$ cat config.mk
export PLATFORM = sky130hd
export DESIGN_NAME = fp_round_norm_flat
export DESIGN_NICKNAME = d
export VERILOG_FILES = /design/src/rtl/fp_round_norm_if.sv /design/src/rtl/fp_round_norm.sv /design/src/flat_wrapper.sv
export SDC_FILE = /design/constraint.sdc
export NUM_CORES = 1
export LEC_CHECK = 0
export ABC_AREA = 1
export CAP_MARGIN = 20
export CORE_MARGIN = 2
export CORE_UTILIZATION = 60
export CTS_BUF_LIST = sky130_fd_sc_hd__clkbuf_8
export CTS_CLUSTER_DIAMETER = 200
export DETAILED_ROUTE_END_ITERATION = 10
export DONT_BUFFER_PORTS = 1
export GPL_TIMING_DRIVEN = 0
export PLACE_DENSITY = 0.76
export SETUP_SLACK_MARGIN = 0.4
export SYNTH_ARGS = -nofsm -noshare
export SYNTH_HDL_FRONTEND = slang
export SYNTH_SLANG_ARGS = --single-unit
$ cat constraint.sdc
create_clock -name clk -period 9.02 [get_ports clk]
set_input_delay 1.804 -clock clk [delete_from_list [all_inputs] [get_ports clk]]
set_output_delay 1.804 -clock clk [all_outputs]
set_load 0.05 [all_outputs]
$ cat src/rtl/fp_round_norm_if.sv
// rtl/fp_round_norm_if.sv - valid/ready bundle between the significand adder, the round stage and its consumer
interface fp_round_norm_if #(
    parameter int EXP_W  = 11,
    parameter int FRAC_W = 52
);
    logic [1:0]              rm;
    logic                    in_valid;
    logic                    in_ready;
    logic [EXP_W-1:0]        in_es;
    logic [FRAC_W+4:0]       in_fs;
    logic                    in_ss;
    logic [1:0]              in_fls;
    logic                    in_nan;
    logic                    out_valid;
    logic                    out_ready;
    logic [EXP_W+FRAC_W:0]   out_result;
    logic [3:0]              out_flags;

    modport master (
        output rm, in_valid, in_es, in_fs, in_ss, in_fls, in_nan, out_ready,
        input  in_ready, out_valid, out_result, out_flags
    );

    modport slave (
        input  rm, in_valid, in_es, in_fs, in_ss, in_fls, in_nan, out_ready,
        output in_ready, out_valid, out_result, out_flags
    );
endinterface

$ cat src/rtl/fp_round_norm.sv
// rtl/fp_round_norm.sv - binary64 post-adder normalize/round stage; FP_FAST_NORM_EN selects single-cycle normalize
// The packed result is registered on the first DONE cycle and held until the consumer takes it.
module fp_round_norm #(
    parameter int EXP_W  = 11,
    parameter int FRAC_W = 52
) (
    input  logic           clk,
    input  logic           rst,
    fp_round_norm_if.slave bus
);
    localparam int SW = FRAC_W + 5;
    localparam int XW = EXP_W + 2;
    localparam int MW = FRAC_W + 1;
    localparam int RW = EXP_W + FRAC_W + 1;
    localparam logic signed [XW-1:0] ONE     = XW'(1);
    localparam logic signed [XW-1:0] EXP_TOP = XW'((1 << EXP_W) - 1);
    localparam logic [EXP_W-1:0]     EXP_ONES = '1;

    typedef enum logic [2:0] {S_IDLE, S_SPECIAL, S_NORM, S_ROUND, S_DONE} state_t;

    state_t               r_state, w_state_nxt;
    logic signed [XW-1:0] r_exp, w_exp_nxt, w_exp_rnd;
    logic [SW-1:0]        r_fs, w_fs_nxt;
    logic                 r_ss, r_nan, r_inf;
    logic [1:0]           r_rm;
    logic [RW-1:0]        r_res, w_res_nxt, r_out_result, w_out_result_nxt;
    logic [3:0]           r_flg, w_flg_nxt, r_out_flags, w_out_flags_nxt;
    logic                 r_out_valid, w_out_valid_nxt;
    logic                 w_accept;
    logic                 w_g, w_s, w_lsb, w_inx, w_inc, w_ovf, w_ovf_to_inf;
    logic [SW-4:0]        w_sum;
    logic [MW-1:0]        w_mant;
    logic [RW-1:0]        w_inf_res, w_max_res, w_rnd_res;

    assign w_accept       = (r_state == S_IDLE) && bus.in_valid;
    assign bus.in_ready   = (r_state == S_IDLE);
    assign bus.out_valid  = r_out_valid;
    assign bus.out_result = r_out_result;
    assign bus.out_flags  = r_out_flags;

    assign w_lsb = r_fs[3];
    assign w_g   = r_fs[2];
    assign w_s   = |r_fs[1:0];
    assign w_inx = w_g | w_s;

    always_comb begin
        w_inc        = 1'b0;
        w_ovf_to_inf = 1'b1;
        case (r_rm)
            2'b00: begin w_inc = w_g & (w_s | w_lsb); w_ovf_to_inf = 1'b1;  end
            2'b01: begin w_inc = 1'b0;                w_ovf_to_inf = 1'b0;  end
            2'b10: begin w_inc = ~r_ss & w_inx;       w_ovf_to_inf = ~r_ss; end
            default: begin w_inc = r_ss & w_inx;      w_ovf_to_inf = r_ss;  end
        endcase
    end

    // Normalized input has fs[56]=0, so a set top bit of the sum is exactly the rounding carry.
    assign w_sum     = r_fs[SW-1:3] + {{(SW-4){1'b0}}, w_inc};
    assign w_mant    = w_sum[SW-4] ? w_sum[SW-4:1] : w_sum[SW-5:0];
    assign w_exp_rnd = w_sum[SW-4] ? r_exp + ONE : r_exp;
    assign w_ovf     = (w_exp_rnd >= EXP_TOP);
    assign w_inf_res = {r_ss, EXP_ONES, {FRAC_W{1'b0}}};
    assign w_max_res = {r_ss, {(EXP_W-1){1'b1}}, 1'b0, {FRAC_W{1'b1}}};
    assign w_rnd_res = {r_ss, (w_mant[FRAC_W] ? w_exp_rnd[EXP_W-1:0] : {EXP_W{1'b0}}),
                        w_mant[FRAC_W-1:0]};

`ifdef FP_FAST_NORM_EN
    localparam int LZW = $clog2(SW);
    logic [LZW-1:0]       w_lz, w_sh;
    logic signed [XW-1:0] w_room;

    always_comb begin
        w_lz = LZW'(SW - 1);
        for (int i = 0; i < SW - 1; i++) begin
            if (r_fs[i]) w_lz = LZW'(SW - 2 - i);
        end
    end

    // Never shift the exponent below 1; the remainder stays subnormal.
    assign w_room = r_exp - ONE;
    assign w_sh   = (w_room < $signed({{(XW-LZW){1'b0}}, w_lz})) ? w_room[LZW-1:0] : w_lz;
`endif

    always_comb begin
        w_state_nxt      = r_state;
        w_exp_nxt        = r_exp;
        w_fs_nxt         = r_fs;
        w_res_nxt        = r_res;
        w_flg_nxt        = r_flg;
        w_out_valid_nxt  = r_out_valid;
        w_out_result_nxt = r_out_result;
        w_out_flags_nxt  = r_out_flags;
        case (r_state)
            S_IDLE: begin
                if (bus.in_valid) begin
                    w_exp_nxt   = (bus.in_es == '0) ? ONE : $signed({2'b00, bus.in_es});
                    w_fs_nxt    = bus.in_fs;
                    w_state_nxt = (bus.in_nan || bus.in_fls != 2'b00 || bus.in_fs == '0)
                                  ? S_SPECIAL : S_NORM;
                end
            end
            S_SPECIAL: begin
                w_flg_nxt = 4'b0000;
                if (r_nan) begin
                    w_res_nxt = {1'b0, EXP_ONES, 1'b1, {(FRAC_W-1){1'b0}}};
                    w_flg_nxt = 4'b0001;
                end else if (r_inf) begin
                    w_res_nxt = w_inf_res;
                end else begin
                    w_res_nxt = {r_ss, {(RW-1){1'b0}}};
                end
                w_state_nxt = S_DONE;
            end
            S_NORM: begin
                if (r_fs[SW-1]) begin
                    w_fs_nxt    = {1'b0, r_fs[SW-1:2], r_fs[1] | r_fs[0]};
                    w_exp_nxt   = r_exp + ONE;
                    w_state_nxt = S_ROUND;
                end else begin
`ifdef FP_FAST_NORM_EN
                    w_fs_nxt    = r_fs << w_sh;
                    w_exp_nxt   = r_exp - $signed({{(XW-LZW){1'b0}}, w_sh});
                    w_state_nxt = S_ROUND;
`else
                    if (r_fs[SW-2] || r_exp <= ONE) begin
                        w_state_nxt = S_ROUND;
                    end else begin
                        w_fs_nxt  = r_fs << 1;
                        w_exp_nxt = r_exp - ONE;
                        if (r_fs[SW-3] || r_exp == ONE + ONE) w_state_nxt = S_ROUND;
                    end
`endif
                end
            end
            S_ROUND: begin
                if (w_ovf) begin
                    w_res_nxt = w_ovf_to_inf ? w_inf_res : w_max_res;
                    w_flg_nxt = 4'b1010;
                end else begin
                    w_res_nxt = w_rnd_res;
                    w_flg_nxt = {1'b0, ~w_mant[FRAC_W] & w_inx, w_inx, 1'b0};
                end
                w_state_nxt = S_DONE;
            end
            S_DONE: begin
                if (!r_out_valid) begin
                    w_out_valid_nxt  = 1'b1;
                    w_out_result_nxt = r_res;
                    w_out_flags_nxt  = r_flg;
                end else if (bus.out_ready) begin
                    w_out_valid_nxt = 1'b0;
                    w_state_nxt     = S_IDLE;
                end
            end
            default: w_state_nxt = S_IDLE;
        endcase
    end

    always_ff @(posedge clk or posedge rst) begin
        if (rst) begin
            r_state      <= S_IDLE;
            r_exp        <= '0;
            r_fs         <= '0;
            r_ss         <= 1'b0;
            r_nan        <= 1'b0;
            r_inf        <= 1'b0;
            r_rm         <= 2'b00;
            r_res        <= '0;
            r_flg        <= 4'b0000;
            r_out_valid  <= 1'b0;
            r_out_result <= '0;
            r_out_flags  <= 4'b0000;
        end else begin
            r_state      <= w_state_nxt;
            r_exp        <= w_exp_nxt;
            r_fs         <= w_fs_nxt;
            r_res        <= w_res_nxt;
            r_flg        <= w_flg_nxt;
            r_out_valid  <= w_out_valid_nxt;
            r_out_result <= w_out_result_nxt;
            r_out_flags  <= w_out_flags_nxt;
            if (w_accept) begin
                r_ss  <= bus.in_ss;
                r_nan <= bus.in_nan;
                r_inf <= bus.in_fls[1];
                r_rm  <= bus.rm;
            end
        end
    end
endmodule

$ cat src/flat_wrapper.sv
// flat-port wrapper written by rule: the top's interface ports become plain ports
module fp_round_norm_flat 
#(
    parameter int EXP_W  = 11,
    parameter int FRAC_W = 52
)
  (clk, rst, bus_rm, bus_in_valid, bus_in_es, bus_in_fs, bus_in_ss, bus_in_fls, bus_in_nan, bus_out_ready, bus_in_ready, bus_out_valid, bus_out_result, bus_out_flags);
  fp_round_norm_if #(.EXP_W(EXP_W), .FRAC_W(FRAC_W)) bus_i ();
  input  logic clk;
  input  logic rst;
  input wire logic [$bits(bus_i.rm)-1:0] bus_rm;
  input wire logic [$bits(bus_i.in_valid)-1:0] bus_in_valid;
  input wire logic [$bits(bus_i.in_es)-1:0] bus_in_es;
  input wire logic [$bits(bus_i.in_fs)-1:0] bus_in_fs;
  input wire logic [$bits(bus_i.in_ss)-1:0] bus_in_ss;
  input wire logic [$bits(bus_i.in_fls)-1:0] bus_in_fls;
  input wire logic [$bits(bus_i.in_nan)-1:0] bus_in_nan;
  input wire logic [$bits(bus_i.out_ready)-1:0] bus_out_ready;
  output wire logic [$bits(bus_i.in_ready)-1:0] bus_in_ready;
  output wire logic [$bits(bus_i.out_valid)-1:0] bus_out_valid;
  output wire logic [$bits(bus_i.out_result)-1:0] bus_out_result;
  output wire logic [$bits(bus_i.out_flags)-1:0] bus_out_flags;
  assign bus_i.rm = bus_rm;
  assign bus_i.in_valid = bus_in_valid;
  assign bus_i.in_es = bus_in_es;
  assign bus_i.in_fs = bus_in_fs;
  assign bus_i.in_ss = bus_in_ss;
  assign bus_i.in_fls = bus_in_fls;
  assign bus_i.in_nan = bus_in_nan;
  assign bus_i.out_ready = bus_out_ready;
  assign bus_in_ready = bus_i.in_ready;
  assign bus_out_valid = bus_i.out_valid;
  assign bus_out_result = bus_i.out_result;
  assign bus_out_flags = bus_i.out_flags;
  fp_round_norm #(.EXP_W(EXP_W), .FRAC_W(FRAC_W)) u_core (.clk(clk), .rst(rst), .bus(bus_i));
endmodule
==> qor.txt <==
Die width - 150 µm
Syn_nets - 1,765
Std-Cell Core Area - 0.0210 mm²
TritonCTS clock tree - yes
Post-layout min period - 3.90 ns
Kind of critical path - reg -> out
Class of the worst hold path - reg -> reg
DP Worst Slack - 5.25 ns
Status - finished, final reports clean
Synth top area share - 42.2%
Pins Over Slew Limit - 0
Largest net degree at the start of global routing - 119
Final worst setup slack - 5.12 ns
Post CTS Setup Buffer Count - 0
Seq/Total Area, Yosys - 42.2%
WP data required - 7.22 ns
Final-layout fill cell count - 1,854
Final Hold Vio Count - 0
Total global-route track usage - 33.2%
Row cnt - 53
Final wirelength - 37.0 mm
Cell total after placement - 1,956
Syn Area/Cell - 7.59 µm²
FF-to-FF setup slack - 5.23 ns
Area leader, netlist - dfrtp_1
Final Total Pwr - 5270 µW
Setup_tns - 0 ns
CTS Sinks - 215
Setup Skew - 0.0157 ns
Max-cap violations - 0
Port-buffer cells - 0
IO Pins - 148
Root buffer cell - clkbuf_8
Final setup fails - 0
Measured slew at the worst slew-check pin - 1.08 ns
NumNets Final - 1,804
Vias per Instance - 5.78
Die area - 0.0224 mm²
Vias in the first global route - 10,900
First-pass DRT Iterations - 6
P per Cell Area - 381 mW/mm²
CTS Buffer Depth - 3
Crit Path Max Fanout - 3
Post-synth top flop - dfrtp_1
Mapped Area - 0.0128 mm²
CP Launch Type - flip-flop
# hold bufs at CTS - 0
DR DRC count - 0
Synth area leaders - dfrtp_1 (42%), nand2_1 (14%), o21ai_0 (7.8%)
Initial antenna violation count - 0
Yosys warns - 0
Rel. slew slack - 27.8%
Flops & latches, synth - 215
Cell Count, Final, Fillers Out - 2,016
Leak - 0.00680 µW
Final Cycle Share - 43.3%
Mapped Cells - 1,680
Achievable Freq - 0.256 GHz
Worst-Skew Late Latency - 0.53 ns
GPL Wtd Cong - 0.941
Max VDD drop - 156 µV
RSZ-0062 raised after global routing - no
Htree depth - 2
Vias post-DR - 11,700
TritonCTS Buffers - 36
Post-route ant nets - 0
Grt ovf - 0
First-pass GRT wire length - 58.0 mm
Diode count - 0
Post-DP HPWL - 28.5 mm
CP Data Arrival Time - 2.10 ns
Number of gates resized after cts - 0
Final hold slack - 0.479 ns
Synth cell types - 48
CTS clk-pin slew, worst paths - 0.06 ns
Ys async rst share - 100%
Fraction of layout cells with a size suffix above 1 - 10.3%
Die H - 150 µm
Number of synthesized flops with an enable pin - 0
DR iter-0 viols - 896
DR WL/cell - 18.3 µm
Growth of design area from synthesis to finish - 8.27%
Starting Density - 60.9%
CP endpoint kind - output port
[critical path, stage by stage, from the launching register on]
cell     delay (ns)
dfrtp_1        0.40
nor2_2         0.26
inv_2          0.08
nor2_1         0.82
[stage by stage]
stage               area [µm²]  util [%]
floorplan                12800         -
global placement         13100      62.5
detailed placement       13100      62.7
CTS                      13800      65.9
global route             13800      65.9
finish                   13800      65.9
[worst paths after layout]
path                                   start                      end  cells past startpoint
max in group asynchronous                rst         u_core.r_res[13]                      2
min reg2reg                 u_core.r_res[15]         u_core.r_res[15]                      2
min in group asynchronous                rst  u_core.bus.out_flags[3]                      1
max reg2reg                   u_core.r_rm[1]         u_core.r_res[17]                     22
max                        u_core.r_state[0]             bus_in_ready                      3
min                         u_core.r_res[15]         u_core.r_res[15]                      2
[sequential cells by signal, indices dropped and copies added, names as in the netlist]
signal and flops:
u_core.bus.out_result 64, u_core.r_flg 4, u_core.r_fs 57, u_core.r_inf 1, u_core.bus.out_flags 4, u_core.r_rm 2, u_core.bus.out_valid 1, u_core.r_state 3
u_core.r_ss 1, u_core.r_res 64, u_core.r_nan 1, u_core.r_exp 13
[report_power, final]
part	leakage, µW	total, µW	internal, µW	switching [µW]
logic	0.00360	2240	731	1500
clock network	0.000392	834	443	392
registers	0.00280	2200	1370	830
[cell families (layout without fill, tap and decap cells)]
logic type / Yosys count / count (layout) / synth area share (%)
mux: 62 / 62 / 5.46
fa+ha+maj: 7 / 7 / 0.687
compound gates: 276 / 276 / 11.7
buf+inv: 257 / 318 / 8.33
simple gates: 803 / 803 / 27.5
xor+xnor: 60 / 60 / 4.12
flops: 215 / 215 / 42.2
[synthesized netlist by cell type (18+ instances only)]
master	n
nand2_1	465
dfrtp_1	215
clkbuf_1	56
nand4_1	29
o22ai_1	24
nor2_1	87
buf_2	18
o21ai_0	199
nor3_1	77
mux2_2	61
nand3_1	93
xor2_1	58
inv_1	155
[routing by layer]
metal	global-route usage [%]	vias up	part of all wire [%]
met3	6.52	57	9.5
li1	-	5615	-
met2	49.2	568	43
met4	8.35	0	2.0
met1	50.1	5416	45
met5	0	-	0
[area by class of cell]
type	count	area, µm²	area share [%]
plain buffers	94	450	3.26
inverters	163	619	4.48
repair buffers	1	27.5	0.199
multi-input cells	1208	6310	45.7
clock inverters	19	111	0.806
flip-flops and latches	215	5380	39.0
well taps	275	344	2.49
clock buffers	41	564	4.09
[placed cells by master (no fill, tap or decap), types with 3 or more instances in the layout]
| cell | Yosys | final |
|---|---|---|
| ha_1 | 7 | 7 |
| clkinv_1 | 3 | 3 |
| o22ai_1 | 24 | 24 |
| buf_1 | 9 | 9 |
| a21oi_1 | 13 | 13 |
| dfrtp_1 | 215 | 215 |
| buf_2 | 18 | 18 |
| inv_1 | 155 | 168 |
| nand4_1 | 29 | 29 |
| xor2_1 | 58 | 58 |
| a31oi_1 | 6 | 6 |
| nor3_2 | 4 | 4 |
| inv_2 | 5 | 5 |
| nand2_1 | 465 | 465 |
| nor4_1 | 13 | 13 |
| nor2_1 | 87 | 87 |
| clkbuf_1 | 56 | 56 |
| nand2_2 | 10 | 10 |
| o21ai_0 | 199 | 199 |
| nand2_4 | 3 | 3 |
| o221ai_1 | 5 | 5 |
| buf_6 | 9 | 9 |
| nor3_1 | 77 | 77 |
| o21ai_1 | 13 | 13 |
| clkbuf_8 | 0 | 41 |
| nor2_2 | 11 | 11 |
| mux2_2 | 61 | 61 |
| nand3_1 | 93 | 93 |
| nand3b_1 | 3 | 3 |
| o211ai_1 | 5 | 5 |
(Power assumes the default switching activity.)
